--- config.mk ---
export PLATFORM = sky130hd
export DESIGN_NAME = regfile_dump_unit_flat
export DESIGN_NICKNAME = d
export VERILOG_FILES = /design/src/rtl/regfile_dump_unit_if.sv /design/src/rtl/regfile_dump_unit.sv /design/src/flat_wrapper.sv
export SDC_FILE = /design/constraint.sdc
export NUM_CORES = 1
export LEC_CHECK = 0
export CAP_MARGIN = 20
export CORE_ASPECT_RATIO = 1.75
export CORE_UTILIZATION = 38
export CTS_CLUSTER_DIAMETER = 200
export DETAILED_ROUTE_END_ITERATION = 10
export GPL_ROUTABILITY_DRIVEN = 0
export PLACE_DENSITY = 0.85
export SETUP_SLACK_MARGIN = 0.02
export SLEW_MARGIN = 20
export SYNTH_ARGS = -nofsm -noshare
export SYNTH_HDL_FRONTEND = slang
export SYNTH_SLANG_ARGS = --single-unit
--- constraint.sdc ---
create_clock -name clk -period 1.9 [get_ports clk]
set_input_delay 0.19 -clock clk [delete_from_list [all_inputs] [get_ports clk]]
set_output_delay 0.19 -clock clk [all_outputs]
set_load 0.02 [all_outputs]
--- src/rtl/regfile_dump_unit_if.sv ---
// Bus bundle between the register-file dump unit, the register file's MAU
// port and the downstream word sink.
//   master : dump unit side (drives MAU request and output stream)
//   slave  : register file / sink side
// Ports carried:
//   mau_clk_en, mau_address, mau_wren, mau_data_write : MAU request
//   rf_data_read                                      : port-0 read data
//   out_valid, out_ready, out_data, out_index, out_last : output stream
//
// Output stream handshake: a word transfers on a rising clk edge where
// out_valid=1 and out_ready=1. Once out_valid is raised, out_data, out_index
// and out_last hold stable until that transfer happens. The only other way
// out_valid falls is an abort or reset. out_ready may change freely.
interface regfile_dump_unit_if;
    logic        mau_clk_en;
    logic [31:0] mau_address;
    logic        mau_wren;
    logic [31:0] mau_data_write;
    logic [31:0] rf_data_read;
    logic        out_valid;
    logic        out_ready;
    logic [31:0] out_data;
    logic [4:0]  out_index;
    logic        out_last;

    modport master (
        output mau_clk_en,
        output mau_address,
        output mau_wren,
        output mau_data_write,
        input  rf_data_read,
        output out_valid,
        input  out_ready,
        output out_data,
        output out_index,
        output out_last
    );

    modport slave (
        input  mau_clk_en,
        input  mau_address,
        input  mau_wren,
        input  mau_data_write,
        output rf_data_read,
        input  out_valid,
        output out_ready,
        input  out_data,
        input  out_index,
        input  out_last
    );
endinterface

--- src/rtl/regfile_dump_unit.sv ---
// Register-file dump unit: while the CPU is halted (alive=0), reads
// registers 0..NUM_REGS-1 through the register file's MAU port and streams
// them out one word at a time with a valid/ready handshake.
// Ports:
//   clk, reset : clock, asynchronous active-high reset
//   start      : one-cycle dump request (ignored while busy)
//   alive      : CPU running flag; rejects a start, aborts a running dump
//   busy       : high whenever not IDLE
//   done       : one-cycle pulse after the last word is accepted
//   error      : one-cycle pulse on a rejected start or an abort
//   state_dbg  : current FSM state (IDLE=0, ISSUE=1, CAPTURE=2, SEND=3)
//   bus        : MAU port and output stream (see regfile_dump_unit_if)
module regfile_dump_unit #(
    parameter int NUM_REGS = 32
) (
    input  logic                       clk,
    input  logic                       reset,
    input  logic                       start,
    input  logic                       alive,
    output logic                       busy,
    output logic                       done,
    output logic                       error,
    output logic [1:0]                 state_dbg,
    regfile_dump_unit_if.master        bus
);
    typedef enum logic [1:0] {
        IDLE    = 2'd0,
        ISSUE   = 2'd1,
        CAPTURE = 2'd2,
        SEND    = 2'd3
    } state_t;

    localparam logic [4:0] LAST_IDX = 5'(NUM_REGS - 1);

    state_t     state;
    state_t     next_state;
    logic [4:0] index;
    logic       is_last;
    logic       clear_index;
    logic       load_word;
    logic       accept;
    logic       abort;
    logic       set_done;
    logic       set_error;

    assign is_last = (index == LAST_IDX);

    // Next state and one-cycle control strobes for the datapath.
    always_comb begin
        next_state  = state;
        clear_index = 1'b0;
        load_word   = 1'b0;
        accept      = 1'b0;
        abort       = 1'b0;
        set_done    = 1'b0;
        set_error   = 1'b0;
        case (state)
            IDLE: begin
                if (start) begin
                    if (alive) begin
                        set_error = 1'b1;
                    end else begin
                        clear_index = 1'b1;
                        next_state  = ISSUE;
                    end
                end
            end
            ISSUE: begin
                next_state = CAPTURE;
            end
            CAPTURE: begin
                load_word  = 1'b1;
                next_state = SEND;
            end
            SEND: begin
                if (bus.out_ready) begin
                    accept = 1'b1;
                    if (is_last) begin
                        set_done   = 1'b1;
                        next_state = IDLE;
                    end else begin
                        next_state = ISSUE;
                    end
                end
            end
            default: begin
                next_state = IDLE;
            end
        endcase

        // CPU restarted mid-dump: the abort wins over any handshake this cycle.
        if (state != IDLE && alive) begin
            next_state = IDLE;
            load_word  = 1'b0;
            accept     = 1'b0;
            set_done   = 1'b0;
            abort      = 1'b1;
            set_error  = 1'b1;
        end
    end

    always_ff @(posedge clk or posedge reset) begin
        if (reset) begin
            state <= IDLE;
        end else begin
            state <= next_state;
        end
    end

    always_ff @(posedge clk or posedge reset) begin
        if (reset) begin
            index         <= '0;
            done          <= 1'b0;
            error         <= 1'b0;
            bus.out_valid <= 1'b0;
            bus.out_data  <= '0;
            bus.out_index <= '0;
            bus.out_last  <= 1'b0;
        end else begin
            done  <= set_done;
            error <= set_error;

            // The last index is never incremented, so index cannot wrap.
            if (clear_index) begin
                index <= '0;
            end else if (accept && !is_last) begin
                index <= index + 5'd1;
            end

            // Read data arrives one cycle after the ISSUE cycle, i.e. in CAPTURE.
            if (load_word) begin
                bus.out_valid <= 1'b1;
                bus.out_data  <= bus.rf_data_read;
                bus.out_index <= index;
                bus.out_last  <= is_last;
            end else if (accept || abort) begin
                bus.out_valid <= 1'b0;
            end
        end
    end

    // The MAU port is only clocked in ISSUE; the address follows index.
    assign bus.mau_clk_en     = (state == ISSUE);
    assign bus.mau_address    = {25'b0, index, 2'b00};
    assign bus.mau_wren       = 1'b0;
    assign bus.mau_data_write = 32'b0;

    assign busy      = (state != IDLE);
    assign state_dbg = state;
endmodule

--- src/flat_wrapper.sv ---
// flat-port wrapper written by rule: the top's interface ports become plain ports
module regfile_dump_unit_flat 
#(
    parameter int NUM_REGS = 32
)
  (clk, reset, start, alive, busy, done, error, state_dbg, bus_mau_clk_en, bus_mau_address, bus_mau_wren, bus_mau_data_write, bus_rf_data_read, bus_out_valid, bus_out_ready, bus_out_data, bus_out_index, bus_out_last);
  regfile_dump_unit_if bus_i ();
  input  logic clk;
  input  logic reset;
  input  logic start;
  input  logic alive;
  output logic busy;
  output logic done;
  output logic error;
  output logic [1:0] state_dbg;
  output wire logic [$bits(bus_i.mau_clk_en)-1:0] bus_mau_clk_en;
  output wire logic [$bits(bus_i.mau_address)-1:0] bus_mau_address;
  output wire logic [$bits(bus_i.mau_wren)-1:0] bus_mau_wren;
  output wire logic [$bits(bus_i.mau_data_write)-1:0] bus_mau_data_write;
  input wire logic [$bits(bus_i.rf_data_read)-1:0] bus_rf_data_read;
  output wire logic [$bits(bus_i.out_valid)-1:0] bus_out_valid;
  input wire logic [$bits(bus_i.out_ready)-1:0] bus_out_ready;
  output wire logic [$bits(bus_i.out_data)-1:0] bus_out_data;
  output wire logic [$bits(bus_i.out_index)-1:0] bus_out_index;
  output wire logic [$bits(bus_i.out_last)-1:0] bus_out_last;
  assign bus_mau_clk_en = bus_i.mau_clk_en;
  assign bus_mau_address = bus_i.mau_address;
  assign bus_mau_wren = bus_i.mau_wren;
  assign bus_mau_data_write = bus_i.mau_data_write;
  assign bus_i.rf_data_read = bus_rf_data_read;
  assign bus_out_valid = bus_i.out_valid;
  assign bus_i.out_ready = bus_out_ready;
  assign bus_out_data = bus_i.out_data;
  assign bus_out_index = bus_i.out_index;
  assign bus_out_last = bus_i.out_last;
  regfile_dump_unit #(.NUM_REGS(NUM_REGS)) u_core (.clk(clk), .reset(reset), .start(start), .alive(alive), .busy(busy), .done(done), .error(error), .state_dbg(state_dbg), .bus(bus_i));
endmodule
After elaboration in Yosys (flattened, before gate mapping)
Index checks and enable logic that the tools add are counted.
{"block": "classes", "n_addsub": 1, "n_eq_ne": 7, "n_mux": 27, "reduce_logical": 9}
{"cell": "$mux 1", "count": 20}
{"cell": "$mux 5", "count": 2}
{"cell": "$ne 3x2->1 const B", "count": 3}
{"cell": "$mux 2", "count": 4}
{"cell": "$pmux 2 s4", "count": 1}
{"cell": "$reduce_bool 2->1", "count": 3}
{"cell": "$add 5x1->5 const B", "count": 1}
{"cell": "$eq 5x5->1 const B", "count": 1}
{"cell": "$eq 2x2->1 const B", "count": 2}
{"cell": "$reduce_and 3->1", "count": 1}
{"cell": "$eq 2x1->1 const B", "count": 1}
{"cell": "$logic_and 1x1->1", "count": 2}
{"cell": "$logic_not 2->1", "count": 1}
{"cell": "$logic_not 1->1", "count": 1}
{"cell": "$logic_or 1x1->1", "count": 1}
{"block": "totals", "out_inout_bits": 110, "regBits": 48}

Depth between registers and ports, before layout
{"block": "logic_depth", "ltp_word": 6, "mapped_depth": 6, "mapped_depth_nobuf": 6}

Least setup slack after synthesis
Ideal clock, no wire load.
{"block": "synth_timing", "kind": "reg-to-reg", "startpoint": "reg u_core.state[0], in the netlist u_core.state_dbg[0]", "endpoint": "reg u_core.bus.out_data[10]", "setup_slack_ns": 0.123, "path_buffers": 2, "synth_period_minus_slack_ns": 1.777, "arrival_time_ns": 1.649, "setup_time_ns": 0.128, "stages_incl_launch_ff": 7, "cell_sequence": "dfrtp_1 inv_1 ha_1 o21ai_2 buf_6 buf_6 mux2_1"}
{"block": "synth_via", "elab_chain_len": 3}
{"item": "from (decl)", "line_no": "regfile_dump_unit.sv:35", "source": "state_t state;"}
{"item": "from (signal assigned)", "line_no": "regfile_dump_unit.sv:106", "source": "state <= next_state;"}
{"item": "$eq 2x2->1 or $reduce_bool 2->1 (tied branches)", "line_no": "regfile_dump_unit.sv:57, regfile_dump_unit.sv:92"}
{"item": "$mux 1 or $logic_and 1x1->1 (tied branches)", "line_no": "regfile_dump_unit.sv:57, regfile_dump_unit.sv:92"}
{"item": "$mux 1 *", "line_no": "regfile_dump_unit.sv:92", "source": "if (state != IDLE && alive) begin"}
{"item": "to (signal assigned)", "line_no": "regfile_dump_unit.sv:133", "source": "bus.out_data <= bus.rf_data_read;"}
{"item": "to (decl)", "line_no": "regfile_dump_unit_if.sv:34", "source": "output out_data,"}
Mark *: on every way between the ends. The rest lies on a longest branch, timed or not.
A chain may end at the register's enable or synchronous reset.

Worst setup path in the final report
{"block": "layout_timing", "startpoint": "reg u_core.state[1], in the netlist u_core.state_dbg[1]", "endpoint": "out bus_mau_clk_en"}
{"block": "layout_via", "elab_chain_len": 1}
{"item": "$eq 2x1->1", "line_no": "regfile_dump_unit.sv:143", "source": "assign bus.mau_clk_en = (state == ISSUE);"}
{"item": "to (decl)", "line_no": "flat_wrapper.sv:16", "source": "output wire logic [$bits(bus_i.mau_clk_en)-1:0] bus_mau_clk_en;"}
Every way passes these cells.

==> qor.yml <==
ys_warn_count: 0
hold_viol: 0
timing.fmax_mhz: 572
cts_max_level: 2
worst_r2r_path_depth: 5
hold_path.class: "in -> async"
finalNetCount: 340
synth_top_area_cell: "dfrtp_1"
crit_path_start_kind: "flop"
clkPwrFrac_pct: 13.2
dr.pass1.iters: 4
cts_sinks: 48
routed_wl_um: 4790
core_area_sq_um: 6280
num_io_pins: 147
synth_cells: 201
cp_num_buf_inv: 2
synth_cell_types: 26
die_y_um: 109
critical_path_class: "reg -> out"
grtUsageTotal_pct: 14.5
area_growth_pct: 34.8
p_leak_nw: 1.55
synth.top_cell.area_share_pct: 48.3
yosysMostFrequentCell: "buf_4"
num_rows: 38
ys_top_cells_by_area: "dfrtp_1 48%, buf_4 18%, mux2_1 9.1%"
critical_path_arrival_ps: 1560
cp_top_family: "buffers and inverters"
ys_seq_area_share_pct: 48.3
power_frac_seq_pct: 34.5
avgSynthCellArea_sq_um: 12.4
fin_crit_sh_pct: 92.0
cp.required_ps: 1710
path_cells: "inv_1 > ha_1 > clkdlybuf4s50_1"
rr_startpoint: "u_core.index[0]$_DFFE_PP0P_"
hold_slack_ps: 203
post_cts_buffers: 0
cts.reportedPaths.clkPinSlew_ps: 80
start_util_pct: 39.6
synthFlopType: "dfrtp_1"
cts_made_buffers: 5
wl_per_cell_um: 12.7
setup_violations: 0
rsz0062_at_grt: "false"
cts_tree: "yes"
detail_route.iter0.violations: 41
diodes: 0
synth_edf_count: 0
drc: 0
clock_skew_ps: 3.54
ys_ff_latch: 48
grt_pass1_vias: 1644
power_density_nw_per_um2: 1420
fin_setup_tns_ps: 0
die_area_sq_um: 6890
ir_drop_mv: 0.497
via_per_inst: 4.36
via_count: 1639
cts-root-buf: "clkbuf_8"
maxCapViolations: 0
grt-ovfl-total: 0
report.final.slew_viol_count: 0
antenna_left: 0
antenna_found_initial: 0
cts_buffer_depth: 2
netlist_area_sq_um: 2490
drive_above_1_share_pct: 12.5
grt_pass1_wl_um: 7640
synth_commonest_cells: "61 x buf_4, 48 x dfrtp_1, 20 x mux2_1, 18 x mux2_2"
synth-async-reset-ratio_pct: 100
cp_max_fo: 3
power_switching_w: 0.00178
clock_latency_ps: 300
r2r_end: "u_core.index[3]$_DFFE_PP0P_"
comb_power_share_pct: 52.3
crit_path_end_kind: "output pin"
slowest_delay_ps: 610
swShare_pct: 37.5
r2r_slack_ps: 180
io_buffers: 86
die_width_um: 63.2
fin_crit_ps: 1750
status: "finished clean"
grt_max_degree: 39
power.internal_w: 0.00297
place_hpwl_um: 3740
slowest_stage: "clkdlybuf4s50_1"
## worst max path at each step
stage                     cells after the start                                  end  slack (ps)                       startpoint
after CTS                                     3                       bus_mau_clk_en         130  u_core.state_dbg[1]$_DFFE_PP0P_
after global routing                          5          u_core.index[3]$_DFFE_PP0P_          70      u_core.index[0]$_DFFE_PP0P_
after floorplan                               6  u_core.bus.out_data[10]$_DFFE_PP0P_         120  u_core.state_dbg[0]$_DFFE_PP0P_
after global placement                        5  u_core.bus.out_data[28]$_DFFE_PP0P_         160  u_core.state_dbg[0]$_DFFE_PP0P_
final                                         3                       bus_mau_clk_en         150  u_core.state_dbg[1]$_DFFE_PP0P_
after detailed placement                      5  u_core.bus.out_data[26]$_DFFE_PP0P_         120  u_core.state_dbg[0]$_DFFE_PP0P_
## cell type report
class | instances | area, sq um
Clock buffer | 7 | 86.3
Tap cell | 80 | 100
Timing Repair Buffer | 92 | 930
Sequential cell | 48 | 1200
Fill cell | 573 | 2920
Multi-Input combinational cell | 143 | 1010
Inverter | 5 | 18.8
Clock inverter | 1 | 7.51
## cells by family (layout without fill, tap and decap cells)
kind of cell | after synthesis | count (layout) | share of synthesized area (%)
buf+inv | 69 | 105 | 20.5
other cells | 1 | 60 | 0.151
mux | 43 | 43 | 19.2
flops | 48 | 48 | 48.3
fa+ha+maj | 8 | 8 | 4.02
compound gates | 6 | 6 | 2.01
simple gates | 26 | 26 | 5.78
## sequential cells by signal (all words and copies together), names as in the netlist
signal                cells
u_core.bus.out_data      32
u_core.bus.out_index      5
u_core.bus.out_last       1
u_core.bus.out_valid      1
u_core.done               1
u_core.error              1
u_core.index              5
u_core.state_dbg          2
## metrics by stage
| step | std cells | area, sq um | setup WS, ps | utilization (%) | total power [W] |
|---|---|---|---|---|---|
| floorplan | 260 | 2710 | 123 | - | 0.00311 |
| global placement | 368 | 3260 | 163 | 51.9 | 0.00409 |
| detailed placement | 368 | 3260 | 117 | 51.9 | 0.00417 |
| CTS | 376 | 3350 | 134 | 53.4 | 0.00480 |
| global route | 376 | 3350 | 66.1 | 53.4 | 0.00504 |
| finish | 376 | 3350 | 152 | 53.4 | 0.00475 |
## layout by cell type, fill, tap and decap left out, drive strengths merged
master and count:
clkdlybuf4s50 85, nand3b 1, inv 5, nand3 1, and3 1, a22o 3
nor4 1, clkbuf 7, nor3b 1, clkinvlp 1, nand2 8, dfrtp 48
nor2 2, nor3 2, o21ai 1, nor2b 4, conb 60, mux2i 5
nor4b 1, buf 6, dlygate4sd2 1, ha 8, a221o 1, a21oi 1
nand2b 4, mux2 38
## power by group through the flow
stage          sequential, W  combinational (W)  clock, W
2_1_floorplan        0.00216           0.000948         0
3_3_place_gp         0.00164            0.00245         0
3_5_place_dp         0.00166            0.00251         0
4_1_cts              0.00164            0.00252  0.000644
5_1_grt              0.00170            0.00265  0.000696
6_report             0.00164            0.00248  0.000627
## routing by layer
| metal | track usage, % | vias up | wire length [um] |
|---|---|---|---|
| li1 | - | 734 | - |
| met2 | 27.6 | 103 | 2650 |
| met5 | 0 | - | 0 |
| met1 | 13.8 | 787 | 1590 |
| met4 | 8.64 | 0 | 187 |
| met3 | 3.24 | 15 | 368 |
## repair_timing
action | 4_1_cts | 5_1_grt
resized for setup | 3 | 0
hold buffers | 0 | 0
setup endpoints to repair | 1 | 0
Note: power is estimated with default switching activity, not from simulation.
